**src/rtl/ms_sched_pkg.sv**
```systemverilog
// rtl/ms_sched_pkg.sv - shared types and constants for the millisecond timer scheduler
package ms_sched_pkg;

  typedef enum logic {
    CH_IDLE = 1'b0,
    CH_RUN  = 1'b1
  } ch_state_e;

  localparam int DEF_N_CH  = 4;
  localparam int DEF_CNT_W = 16;

  // Width of the sweep index / channel select; never narrower than one bit.
  function automatic int sweep_idx_w(input int n);
    return (n > 1) ? $clog2(n) : 1;
  endfunction

endpackage

```
**src/rtl/ms_prescaler.sv**
```systemverilog
// rtl/ms_prescaler.sv - divides the system clock down to a one-cycle 1 ms strobe
module ms_prescaler #(
  parameter int CLK_PER_MS = 100000
) (
  input  logic clk,
  input  logic rst_n,
  output logic ms_tick
);

  localparam int PW = $clog2(CLK_PER_MS);
  localparam logic [PW-1:0] LAST = PW'(CLK_PER_MS - 1);

  logic [PW-1:0] cnt;

  // Count 0..CLK_PER_MS-1; the strobe is registered so it follows the wrap by one cycle.
  always_ff @(posedge clk or negedge rst_n) begin
    if (!rst_n) begin
      cnt     <= '0;
      ms_tick <= 1'b0;
    end else if (cnt == LAST) begin
      cnt     <= '0;
      ms_tick <= 1'b1;
    end else begin
      cnt     <= cnt + 1'b1;
      ms_tick <= 1'b0;
    end
  end

endmodule

```
**src/rtl/ms_timer_scheduler.sv**
```systemverilog
// rtl/ms_timer_scheduler.sv - N-channel ms timers sharing one swept decrementer
module ms_timer_scheduler
  import ms_sched_pkg::*;
#(
  parameter int CLK_PER_MS = 100000,
  parameter int N_CH       = DEF_N_CH,
  parameter int CNT_W      = DEF_CNT_W
) (
  input  logic                           clk,
  input  logic                           rst_n,
  input  logic                           cfg_we,
  input  logic [sweep_idx_w(N_CH)-1:0]   cfg_ch,
  input  logic [CNT_W-1:0]               cfg_period,
  input  logic                           cfg_periodic,
  input  logic [N_CH-1:0]                start,
  input  logic [N_CH-1:0]                stop,
  output logic [N_CH-1:0]                active,
  output logic [N_CH-1:0]                fire,
  output logic                           ms_tick
);

  localparam int CH_W = sweep_idx_w(N_CH);

  logic [CNT_W-1:0] period_q   [N_CH];
  logic             periodic_q [N_CH];
  logic [CNT_W-1:0] remain_q   [N_CH];
  ch_state_e        state_q    [N_CH];

  logic             sweep_busy;
  logic [CH_W-1:0]  sweep_idx;

  logic [CNT_W-1:0] cur_remain;
  logic [CNT_W-1:0] dec_remain;
  logic             cur_hit;

  ms_prescaler #(
    .CLK_PER_MS(CLK_PER_MS)
  ) u_prescaler (
    .clk    (clk),
    .rst_n  (rst_n),
    .ms_tick(ms_tick)
  );

  // Sweep sequencer: each ms tick walks the index across all channels, one per cycle.
  always_ff @(posedge clk or negedge rst_n) begin
    if (!rst_n) begin
      sweep_busy <= 1'b0;
      sweep_idx  <= '0;
    end else if (ms_tick) begin
      sweep_busy <= 1'b1;
      sweep_idx  <= '0;
    end else if (sweep_busy) begin
      if (sweep_idx == CH_W'(N_CH - 1)) begin
        sweep_busy <= 1'b0;
      end else begin
        sweep_idx <= sweep_idx + 1'b1;
      end
    end
  end

  // Single shared decrementer and expiry compare, fed by the channel in the sweep slot.
  always_comb begin
    cur_remain = remain_q[sweep_idx];
    dec_remain = cur_remain - CNT_W'(1);
    cur_hit    = (cur_remain == CNT_W'(1));
  end

  // Channel register file: config, start/stop (stop first) and the sweep update.
  always_ff @(posedge clk or negedge rst_n) begin
    if (!rst_n) begin
      fire <= '0;
      for (int i = 0; i < N_CH; i++) begin
        period_q[i]   <= '0;
        periodic_q[i] <= 1'b0;
        remain_q[i]   <= '0;
        state_q[i]    <= CH_IDLE;
      end
    end else begin
      fire <= '0;
      for (int i = 0; i < N_CH; i++) begin
        if (cfg_we && (cfg_ch == CH_W'(i))) begin
          period_q[i]   <= cfg_period;
          periodic_q[i] <= cfg_periodic;
        end
        if (stop[i]) begin
          state_q[i] <= CH_IDLE;
        end else if (start[i] && (period_q[i] != '0)) begin
          remain_q[i] <= period_q[i];
          state_q[i]  <= CH_RUN;
        end else if (sweep_busy && (sweep_idx == CH_W'(i)) && (state_q[i] == CH_RUN)) begin
          if (cur_hit) begin
            fire[i] <= 1'b1;
            // A periodic channel reprogrammed to 0 cannot reload, so it parks in IDLE.
            if (periodic_q[i] && (period_q[i] != '0)) begin
              remain_q[i] <= period_q[i];
            end else begin
              state_q[i] <= CH_IDLE;
            end
          end else begin
            remain_q[i] <= dec_remain;
          end
        end
      end
    end
  end

  // Running flags straight from channel state.
  always_comb begin
    active = '0;
    for (int i = 0; i < N_CH; i++) begin
      active[i] = (state_q[i] == CH_RUN);
    end
  end

endmodule

```
**config.mk**
```make
export PLATFORM = sky130hd
export DESIGN_NAME = ms_timer_scheduler
export DESIGN_NICKNAME = d
export VERILOG_FILES = /design/src/rtl/ms_sched_pkg.sv /design/src/rtl/ms_prescaler.sv /design/src/rtl/ms_timer_scheduler.sv
export SDC_FILE = /design/constraint.sdc
export NUM_CORES = 1
export LEC_CHECK = 0
export CAP_MARGIN = 30
export CORE_ASPECT_RATIO = 1.75
export CORE_MARGIN = 2
export CORE_UTILIZATION = 50
export CTS_CLUSTER_SIZE = 14
export DETAILED_ROUTE_END_ITERATION = 16
export GPL_ROUTABILITY_DRIVEN = 1
export PLACE_DENSITY = 0.71
export SYNTH_ARGS = -nofsm -noshare
export SYNTH_HDL_FRONTEND = slang
export SYNTH_SLANG_ARGS = --single-unit
```
**constraint.sdc**
```tcl
create_clock -name clk -period 4.45 [get_ports clk]
set_input_delay 0.89 -clock clk [delete_from_list [all_inputs] [get_ports clk]]
set_output_delay 0.89 -clock clk [all_outputs]
set_load 0.01 [all_outputs]
```
* Word-level counts from Yosys, hierarchy flattened
Index checks and enable logic that the tools add are counted.
** Storage, ports and cells
- Output and inout bits :: 9
- Flip-flop bits (word level) :: 161
- Logic and storage cells :: 155
** Operators by class
- Multiplexer cells :: 60
- Bitwise operators :: 5
- Equal/unequal tests :: 17
- Reductions and logical operators :: 48
- Order comparisons :: 1
- Add/subtract/negate cells :: 3
** Operators by type and width (count)
- $mux 16 :: 18
- $reduce_bool 16->1 :: 4
- $mux 1 :: 37
- $bmux 16 s2 :: 1
- $reduce_and 3->1 :: 8
- $reduce_bool 3->1 :: 8
- $logic_and 1x1->1 :: 20
- $add 17x1->17 const B :: 1
- $eq 17x17->1 const B :: 1
- $mux 17 :: 1
- $eq 16x1->1 const B :: 1
- $sub 16x1->16 const B :: 1
- $ne 3x1->1 const B :: 4
- $ne 3x3->1 const B :: 4
- $reduce_bool 2->1 :: 5
- $eq 2x2->1 const B :: 4
- $mux 2 :: 3
- $eq 2x1->1 const B :: 2
- $logic_not 2->1 :: 2
- $not 1->1 :: 4
- $ge 3x3->1 const B :: 1
- $not 2->3 :: 1
- $add 2x1->2 const B :: 1
- $ne 2x1->1 const B :: 1
- $reduce_and 2->1 :: 1

* Logic depth before layout (Yosys ltp)
Gate-level depths: netlist of run 1.
- Depth after elaboration :: 9
- Mapped depth :: 14
- Gate-level depth less buffers :: 10

* Hierarchy
From an unflattened synthesis of run 1, not the netlist that was laid out.
** Second synthesis, totals
- Cells, all modules :: 674
- Area total of the unflattened synthesis :: 7941.4 µm²
** By module, submodules not included
- ms_timer_scheduler :: area each 7123.1 µm², instances 1, cells an instance 599, seq. area each 3578.4 µm²
- ms_prescaler :: area each 818.3 µm², instances 1, cells an instance 75, seq. area each 450.4 µm²

* Worst setup path after synthesis of run 1
No wires, ideal clock.
- Path type :: reg2reg
- From :: register sweep_idx[1]
- To :: register remain_q[62] (netlist name)
- Arrival time :: 3192 ps
- Cell stages (with the launch flop) :: 12
- Buffers on the path :: 2
- Required time :: 4358 ps
- Path slack :: 1166 ps
- Cell sequence :: dfrtp_1 buf_2 buf_2 mux2_2 o21ai_1 ha_1 nand2_1 o22a_1 or4_1 or4b_4 and3_1 o31ai_2
** Between the ends
- Cells in the longest elaborated chain, start to end :: 8
- Elaborated cells on any way between the ends :: 15
- Classes of those cells :: add/sub (1); eq/ne (2); mux (6); bitwise (1); reduce/logical (5)
** RTL lines
- from (decl) :: RTL line ms_timer_scheduler.sv:30 : logic [CH_W-1:0] sweep_idx;
- from (signal assigned) :: RTL line ms_timer_scheduler.sv:56 : sweep_idx <= sweep_idx + 1'b1;
- $not 2->3 (not written as such) :: RTL line ms_timer_scheduler.sv:63 : cur_remain = remain_q[sweep_idx];
- $bmux 16 s2 :: RTL line ms_timer_scheduler.sv:63
- $mux 16 (not written as such) (2 in a row) :: RTL line ms_timer_scheduler.sv:63
- $sub 16x1->16 or $eq 16x1->1 (tied branches) :: RTL line ms_timer_scheduler.sv:64, ms_timer_scheduler.sv:65
- $mux 16 :: RTL line ms_timer_scheduler.sv:91 : if (cur_hit) begin
- $mux 16 :: RTL line ms_timer_scheduler.sv:90 : end else if (sweep_busy && (sweep_idx == CH_W'(i)) && (state_q[i] == CH_RUN)) begin
- $mux 16 :: RTL line ms_timer_scheduler.sv:87 : end else if (start[i] && (period_q[i] != '0)) begin
- to (signal, indexed assignment) :: RTL line ms_timer_scheduler.sv:88 : remain_q[i] <= period_q[i];
- to (signal, indexed assignment) :: RTL line ms_timer_scheduler.sv:95 : remain_q[i] <= period_q[i];
- to (signal, indexed assignment) :: RTL line ms_timer_scheduler.sv:100 : remain_q[i] <= dec_remain;
- to (decl) :: RTL line ms_timer_scheduler.sv:26 : logic [CNT_W-1:0] remain_q [N_CH];
Several ways; a longest one is shown, not always the timed one. The select of a mux whose other input is x is not followed.
A chain may end at the register's enable or synchronous reset.

* Worst setup path in the final report of run 1
- From :: register sweep_idx[0]
- To :: register remain_q[14] (netlist name)
The elaborated chain is that of the path after synthesis.

==> metrics.txt, run 1 <==
post-CTS resize count 0; DP HPWL 13.9 mm; CP Data Required Time about 4.8 ns; Routed WL 19.6 mm; dpl ws between 0.8 and 0.9 ns; initial antenna violation count 0; grt ovf 0; I/O Buffers 38; power density over the cells approximately 500 nW/um^2; worst-skew pair later-pin latency 0.43 ns; Syn Nets 708; clock power share 33.7%; slowest library cell on the worst path mux4_2; synth warn 0; asr flop ratio synth 100%; maximum vdd ir drop roughly 190 uV; vias 5661; # rows 60; Synth area leader dfrtp_1; flops & latches, synth between 150 and 200; status completed; Netlist cell types 43; predominant post-synthesis flop cell dfrtp_1; worst hold-check path type in -> async; Mean Syn Cell Area 11.6 sq um; setup bufs post-CTS 0; RSZ-0062 raised after global routing no; synthesized cell area 7780 sq um; vias in the first global route 6023; First-pass DRT Iterations 5; Post-synth EDFFs 0; cts bufs inserted 17; Max-slew headroom 27.9%; worst-margin pin slew approximately 1.1 ns; Total GRT Usage 24.8%; Synth top area share 51.8%; Area contributors post-synth dfrtp_1 52%, mux2_2 10%, mux2i_1 6.9%; Core Util, Final 59.2%; Setup WS post-layout roughly 0.83 ns; num ports 39; skew final 0.0121 ns; placed cell area 8470 sq um; final hold violations 0; crit path time final 3.62 ns; Die ar. 16600 sq um; period utilisation layout slightly above 80%; clk sink count 161; largest net degree at the start of global routing 89; Longest Clk Path Bufs 2; part of the power in registers 44.7%; CTS tree built; diode count 0; switch share 31.2%; leakage dissipation just under 4 nW; Worst EP arrival 3.95 ns; crit path kind reg -> reg; drc violations 0; maximum clock frequency around 280 MHz; CP Capture Type flop; Die Y 169 microns; Critical Path Fanout Max 16; share of cells above drive strength 1 just over 20%; htree depth 4; Area growth syn-to-layout 16.6%; max_cap viols 0; average vias per placed instance between 6 and 7; Die X-Extent 98.3 microns; Internal 3.06 mW; Final Setup Violations 0; Initial Utilization 50.8%; Core ar. between 15000 and 20000 sq um; Root Driver clkbuf_16; Startpoint Class flop; Cells after DPL a little under 900; clock-pin slew on the worst setup and hold paths 0.07 ns; Post-Syn Instances roughly 670; post-synthesis sequential area ratio 51.8%; first-pass GRT wire length 31.9 mm; drt initial violations 444; DR WL/cell between 20 and 25 microns; logic gate share of total power between 20% and 30%; crit-path max cell delay 0.56 ns; cts hold-fix bufs 0; Routed Antenna Nets 0; Final GP Congestion around 0.89; fin. max-slew vios 0; Switching Power 1.39 mW; Finished Cell Area just over 9000 sq um; hold slack 0.325 ns; Nets 760; final non-filler cell total 922; setup total negative slack 0 ns; final total power 4.45 mW; cells along the critical path buf_4 -> mux4_2 -> inv_1 -> ha_1 -> nand2_1 -> o22a_1 -> or4_1 -> or4b_4 -> and3_1 -> o31ai_2
==> flip-flops by register name, summed over array words and instances (netlist names) <==
| signal | cells |
|---|---|
| period_q | 64 |
| remain_q | 64 |
| u_prescaler.cnt | 17 |
| active | 4 |
| fire | 4 |
| periodic_q | 4 |
| sweep_idx | 2 |
| sweep_busy | 1 |
| u_prescaler.ms_tick | 1 |
==> placed cells by master (no fill, tap or decap), types with 4 or more instances in the layout <==
| master | synthesis | routed |
|---|---|---|
| a21oi_1 | 7 | 7 |
| a21oi_2 | 4 | 4 |
| and3_1 | 7 | 7 |
| buf_4 | 2 | 16 |
| clkbuf_16 | 0 | 17 |
| clkdlybuf4s50_1 | 0 | 37 |
| dfrtp_1 | 161 | 161 |
| ha_1 | 7 | 7 |
| inv_1 | 8 | 8 |
| inv_6 | 0 | 4 |
| inv_8 | 0 | 4 |
| mux2_2 | 71 | 71 |
| mux2i_1 | 54 | 54 |
| mux4_2 | 15 | 15 |
| nand2_1 | 83 | 83 |
| nand3_1 | 14 | 14 |
| nand3b_1 | 4 | 4 |
| nand4_1 | 9 | 9 |
| nor2_1 | 34 | 34 |
| nor3_1 | 7 | 7 |
| nor3b_1 | 12 | 11 |
| nor4_1 | 19 | 19 |
| o21ai_0 | 60 | 60 |
| o31ai_1 | 9 | 9 |
| o31ai_2 | 4 | 4 |
| or3_1 | 5 | 5 |
| xnor2_1 | 15 | 15 |
| xor2_1 | 10 | 10 |
==> layout make-up <==
cell class | instances | area (sq um)
clock buffers | 19 | 443
inverters | 8 | 30.0
clock inverters | 13 | 163
repair buffers | 59 | 572
fillers | 1245 | 6240
multi-input cells | 476 | 3600
flip-flops and latches | 161 | 4030
well taps | 186 | 233
==> routing by layer <==
layer / GRT usage, % / routed length [microns] / vias to the layer above
li1: - / - / 2536
met1: 29.9 / 7580 / 2840
met2: 42.3 / 10100 / 224
met3: 4.83 / 1140 / 61
met4: 12.2 / 765 / 0
met5: 0 / 0 / -
==> power by group through the flow <==
stage / registers, mW / clock network [mW] / logic (mW)
finish: 1.99 / 1.50 / 0.960
detailed placement: 2.01 / 0 / 0.941
CTS: 1.98 / 1.53 / 0.955
floorplan: 1.91 / 0 / 0.679
global route: 2.01 / 1.58 / 1.06
global placement: 1.99 / 0 / 0.902
==> worst max-delay path, delay by kind of cell, from the launching register on <==
family	cells	cell delay, ns
compound gates	2	0.51
fa+ha+maj	1	0.19
buf+inv	2	0.47
flops	1	0.53
mux	1	0.56
simple gates	4	1.24
==> kinds of logic (layout without fill, tap and decap cells) <==
kind of cell	count (synthesis)	after routing	synth area share, %
adder cells (fa/ha/maj)	7	7	1.13
flip-flops	161	161	51.8
multiplexers	140	140	21.6
AO/OA/AOI/OAI	93	93	7.28
AND/OR/NAND/NOR	211	211	13.5
XOR/XNOR	25	25	2.81
buffers and inverters	34	99	1.98
==> synthesized netlist by cell type, drive strengths merged (3+ instances only) <==
library cell and n:
xnor2 15, clkbuf 14, dfrtp 161, nand3 14, o21ai 61, nand2 83, nand3b 4, mux4 15
nor3b 12, nor4b 3, a221o 3, nor4 20, nor2 34, nand4 9, xor2 10, mux2i 54
buf 12, mux2 71, ha 7, or3 5, inv 8, and3 7, nor3 7, and2 3
a21oi 11, o31ai 13
==> final timing paths <==
check                                        startpoint                            to  slack (ns)  depth (start not counted)
max in group asynchronous                         rst_n      remain_q[21]$_DFFE_PN0P_        3.03                          3
min                                               rst_n      period_q[45]$_DFFE_PN0P_        0.33                          1
max                            sweep_idx[0]$_DFFE_PN0P_      remain_q[14]$_DFFE_PN0P_        0.83                         10
min in group clk           u_prescaler.cnt[0]$_DFF_PN0_  u_prescaler.cnt[0]$_DFF_PN0_        0.46                          1
max reg2reg                    sweep_idx[0]$_DFFE_PN0P_      remain_q[14]$_DFFE_PN0P_        0.83                         10
min reg2reg                u_prescaler.cnt[0]$_DFF_PN0_  u_prescaler.cnt[0]$_DFF_PN0_        0.46                          1
Power figures use the tool's default switching activity.
==> inputs of run 2 (changes only) <==
--- a/config.mk
+++ b/config.mk
@@ -12,7 +12,7 @@
 export CTS_CLUSTER_SIZE = 14
 export DETAILED_ROUTE_END_ITERATION = 16
 export GPL_ROUTABILITY_DRIVEN = 1
-export PLACE_DENSITY = 0.71
+export PLACE_DENSITY = 0.74
 export SYNTH_ARGS = -nofsm -noshare
 export SYNTH_HDL_FRONTEND = slang
 export SYNTH_SLANG_ARGS = --single-unit
==> constraint.sdc (replaced) <==
create_clock -name clk -period 2.9 [get_ports clk]
set_input_delay 0.58 -clock clk [delete_from_list [all_inputs] [get_ports clk]]
set_output_delay 0.58 -clock clk [all_outputs]
set_load 0.01 [all_outputs]
==> run 2 against run 1 <==
The run now ends with setup timing left; design area grew 8.6%; worst hold slack lost 0.23 ns; count of clock-buffer cells in the layout shrank 1; flip-flop and latch count is the same; maximum frequency grew 23%; total power grew 71%; utilization grew 5.1 points; combinational power grew 95%; wire length grew 11%; register-to-register slack lost 0.88 ns; largest cell class unchanged.
==> metrics.txt, run 2 (synthesis results as in run 1) <==
largest net degree at the start of global routing 67; diode count 0; drc violations 0; commonest non-fill, non-tap cell in the layout dfrtp_1; Critical Path Fanout Max 5; maximum clock frequency 339 MHz; Setup WS post-layout -0.0477 ns; Final GP Congestion 0.899; Nets 809; First-pass DRT Iterations 5; worst-skew pair later-pin latency ~0.42 ns; CTS tree built; RSZ-0062 raised after global routing yes; Longest Clk Path Bufs 2; htree depth 4; crit path kind reg -> reg; Core Util, Final 64.3%; Max-slew headroom a little over three fifths; # rows 60; Cells after DPL 918; Total GRT Usage roughly a quarter; cts bufs inserted 17; vias 6118; Routed Antenna Nets 0; maximum vdd ir drop 476 uV; placed cell area 8760 sq um; DR WL/cell 22.4 microns; vias in the first global route roughly 6400; first-pass GRT wire length ~34 mm; final non-filler cell total 971; CP Data Required Time 3.23 ns; average vias per placed instance 6.30; skew final 0.00764 ns; drt initial violations 598; CP Capture Type flop; max_cap viols 0; worst-margin pin slew 0.558 ns; clock-pin slew on the worst setup and hold paths 0.07 ns; Area growth syn-to-layout 26.6%; initial antenna violation count 0; worst hold-check path type in -> async; setup total negative slack -0.174 ns; leakage dissipation roughly 4.3 nW; Worst EP arrival between 3 and 4 ns; failing checks setup timing; Core ar. 15300 sq um; most frequent cells in the layout 160 x dfrtp_1, 83 x nand2_1, 70 x mux2_2; Initial Utilization 50.8%; Startpoint Class flop; period utilisation layout 102%; DP HPWL about 14 mm; Finished Cell Area 9850 sq um; Die ar. 16600 sq um; Die Y 169 microns; cts hold-fix bufs 0; dpl ws -0.140 ns; Root Driver clkbuf_16; I/O Buffers 38; Die X-Extent 98.3 microns; share of cells above drive strength 1 28.0%; Routed WL 21.7 mm; clk sink count 161; final hold violations 0; fin. max-slew vios 0; power density over the cells just under 800 nW/um^2; num ports 39; Final Setup Violations 5; Top Registers period_q (64), remain_q (64), u_prescaler.cnt (17); crit path time final 2.95 ns; status finished, violations left; grt ovf 0
-- run 2: cell count changes in the layout (fill, tap and decap cells not counted), sizes merged --
| cell | before | now |
|---|---|---|
| buf | 22 | 69 |
| a21oi | 11 | 13 |
| clkbuf | 19 | 18 |
| clkinvlp | 0 | 2 |
| inv | 16 | 13 |
| bufinv | 2 | 7 |
| clkinv | 3 | 0 |
-- run 2: critical path, cell delays in order (launching register included) --
cell     delay [ns]
dfrtp_2        0.44
mux4_2         0.54
inv_2          0.11
ha_4           0.15
nand2_1        0.05
o22a_1         0.22
or4_1          0.40
or4b_4         0.53
and3_4         0.20
o31ai_4        0.21
-- run 2: path summary, 6_finish.rpt --
check	startpoint	end	slack, ns	cells past startpoint
min	rst_n	period_q[51]$_DFFE_PN0P_	0.1	1
max reg2reg	sweep_idx[0]$_DFFE_PN0P_	remain_q[62]$_DFFE_PN0P_	-0.05	9
min reg2reg	u_prescaler.cnt[0]$_DFF_PN0_	u_prescaler.cnt[0]$_DFF_PN0_	0.48	1
max	sweep_idx[0]$_DFFE_PN0P_	remain_q[62]$_DFFE_PN0P_	-0.05	9
min in group clk	u_prescaler.cnt[0]$_DFF_PN0_	u_prescaler.cnt[0]$_DFF_PN0_	0.48	1
max in group asynchronous	rst_n	remain_q[26]$_DFFE_PN0P_	2.05	2
-- run 2: through the flow --
step	hold WS (ns)	total power [mW]
after CTS	0.119	7.49
after detailed placement	0.467	4.72
after global routing	0.131	7.89
after floorplan	0.284	3.98
after global placement	0.442	4.60
final	0.0988	7.62
-- run 2: layer usage --
layer	share of wire, %	vias to the layer above	global-route usage (%)	routed length (microns)
met2	52	312	46.1	11300
met5	0	-	0	0
met3	5.4	85	4.50	1170
li1	-	2646	-	-
met4	5.4	0	14.2	1170
met1	37	3075	30.3	8100
-- run 2: cell type report --
cell class                      instances  area, sq um
Clock buffer                           18          429
Clock inverter                         14          274
Fill cell                            1145         5460
Inverter                                8         30.0
Multi-Input combinational cell        478         3800
Sequential cell                       161         4030
Tap cell                              186          233
Timing Repair Buffer                  106         1060
-- run 2: repair_timing --
item	CTS	global route
resized for setup	13	16
endpoints found under the setup margin	64	62
endpoints found under the hold margin	0	0
buffers inserted	14	5
pin swaps	2	6
gates cloned	1	1
-- run 2: power breakdown --
| group | leakage [nW] | switching (mW) | internal (mW) |
|---|---|---|---|
| Sequential | 2.00 | 0.375 | 2.70 |
| Clock | 0.336 | 0.954 | 1.72 |
| Combinational | 1.98 | 0.962 | 0.905 |
==> inputs of run 3 (changes only) <==
--- a/config.mk
+++ b/config.mk
@@ -13,6 +13,7 @@
 export DETAILED_ROUTE_END_ITERATION = 16
 export GPL_ROUTABILITY_DRIVEN = 1
 export PLACE_DENSITY = 0.74
+export SLEW_MARGIN = 30
 export SYNTH_ARGS = -nofsm -noshare
 export SYNTH_HDL_FRONTEND = slang
 export SYNTH_SLANG_ARGS = --single-unit
==> results of run 3 <==
The final DEF is identical to that of run 2; final timing and power are the same.
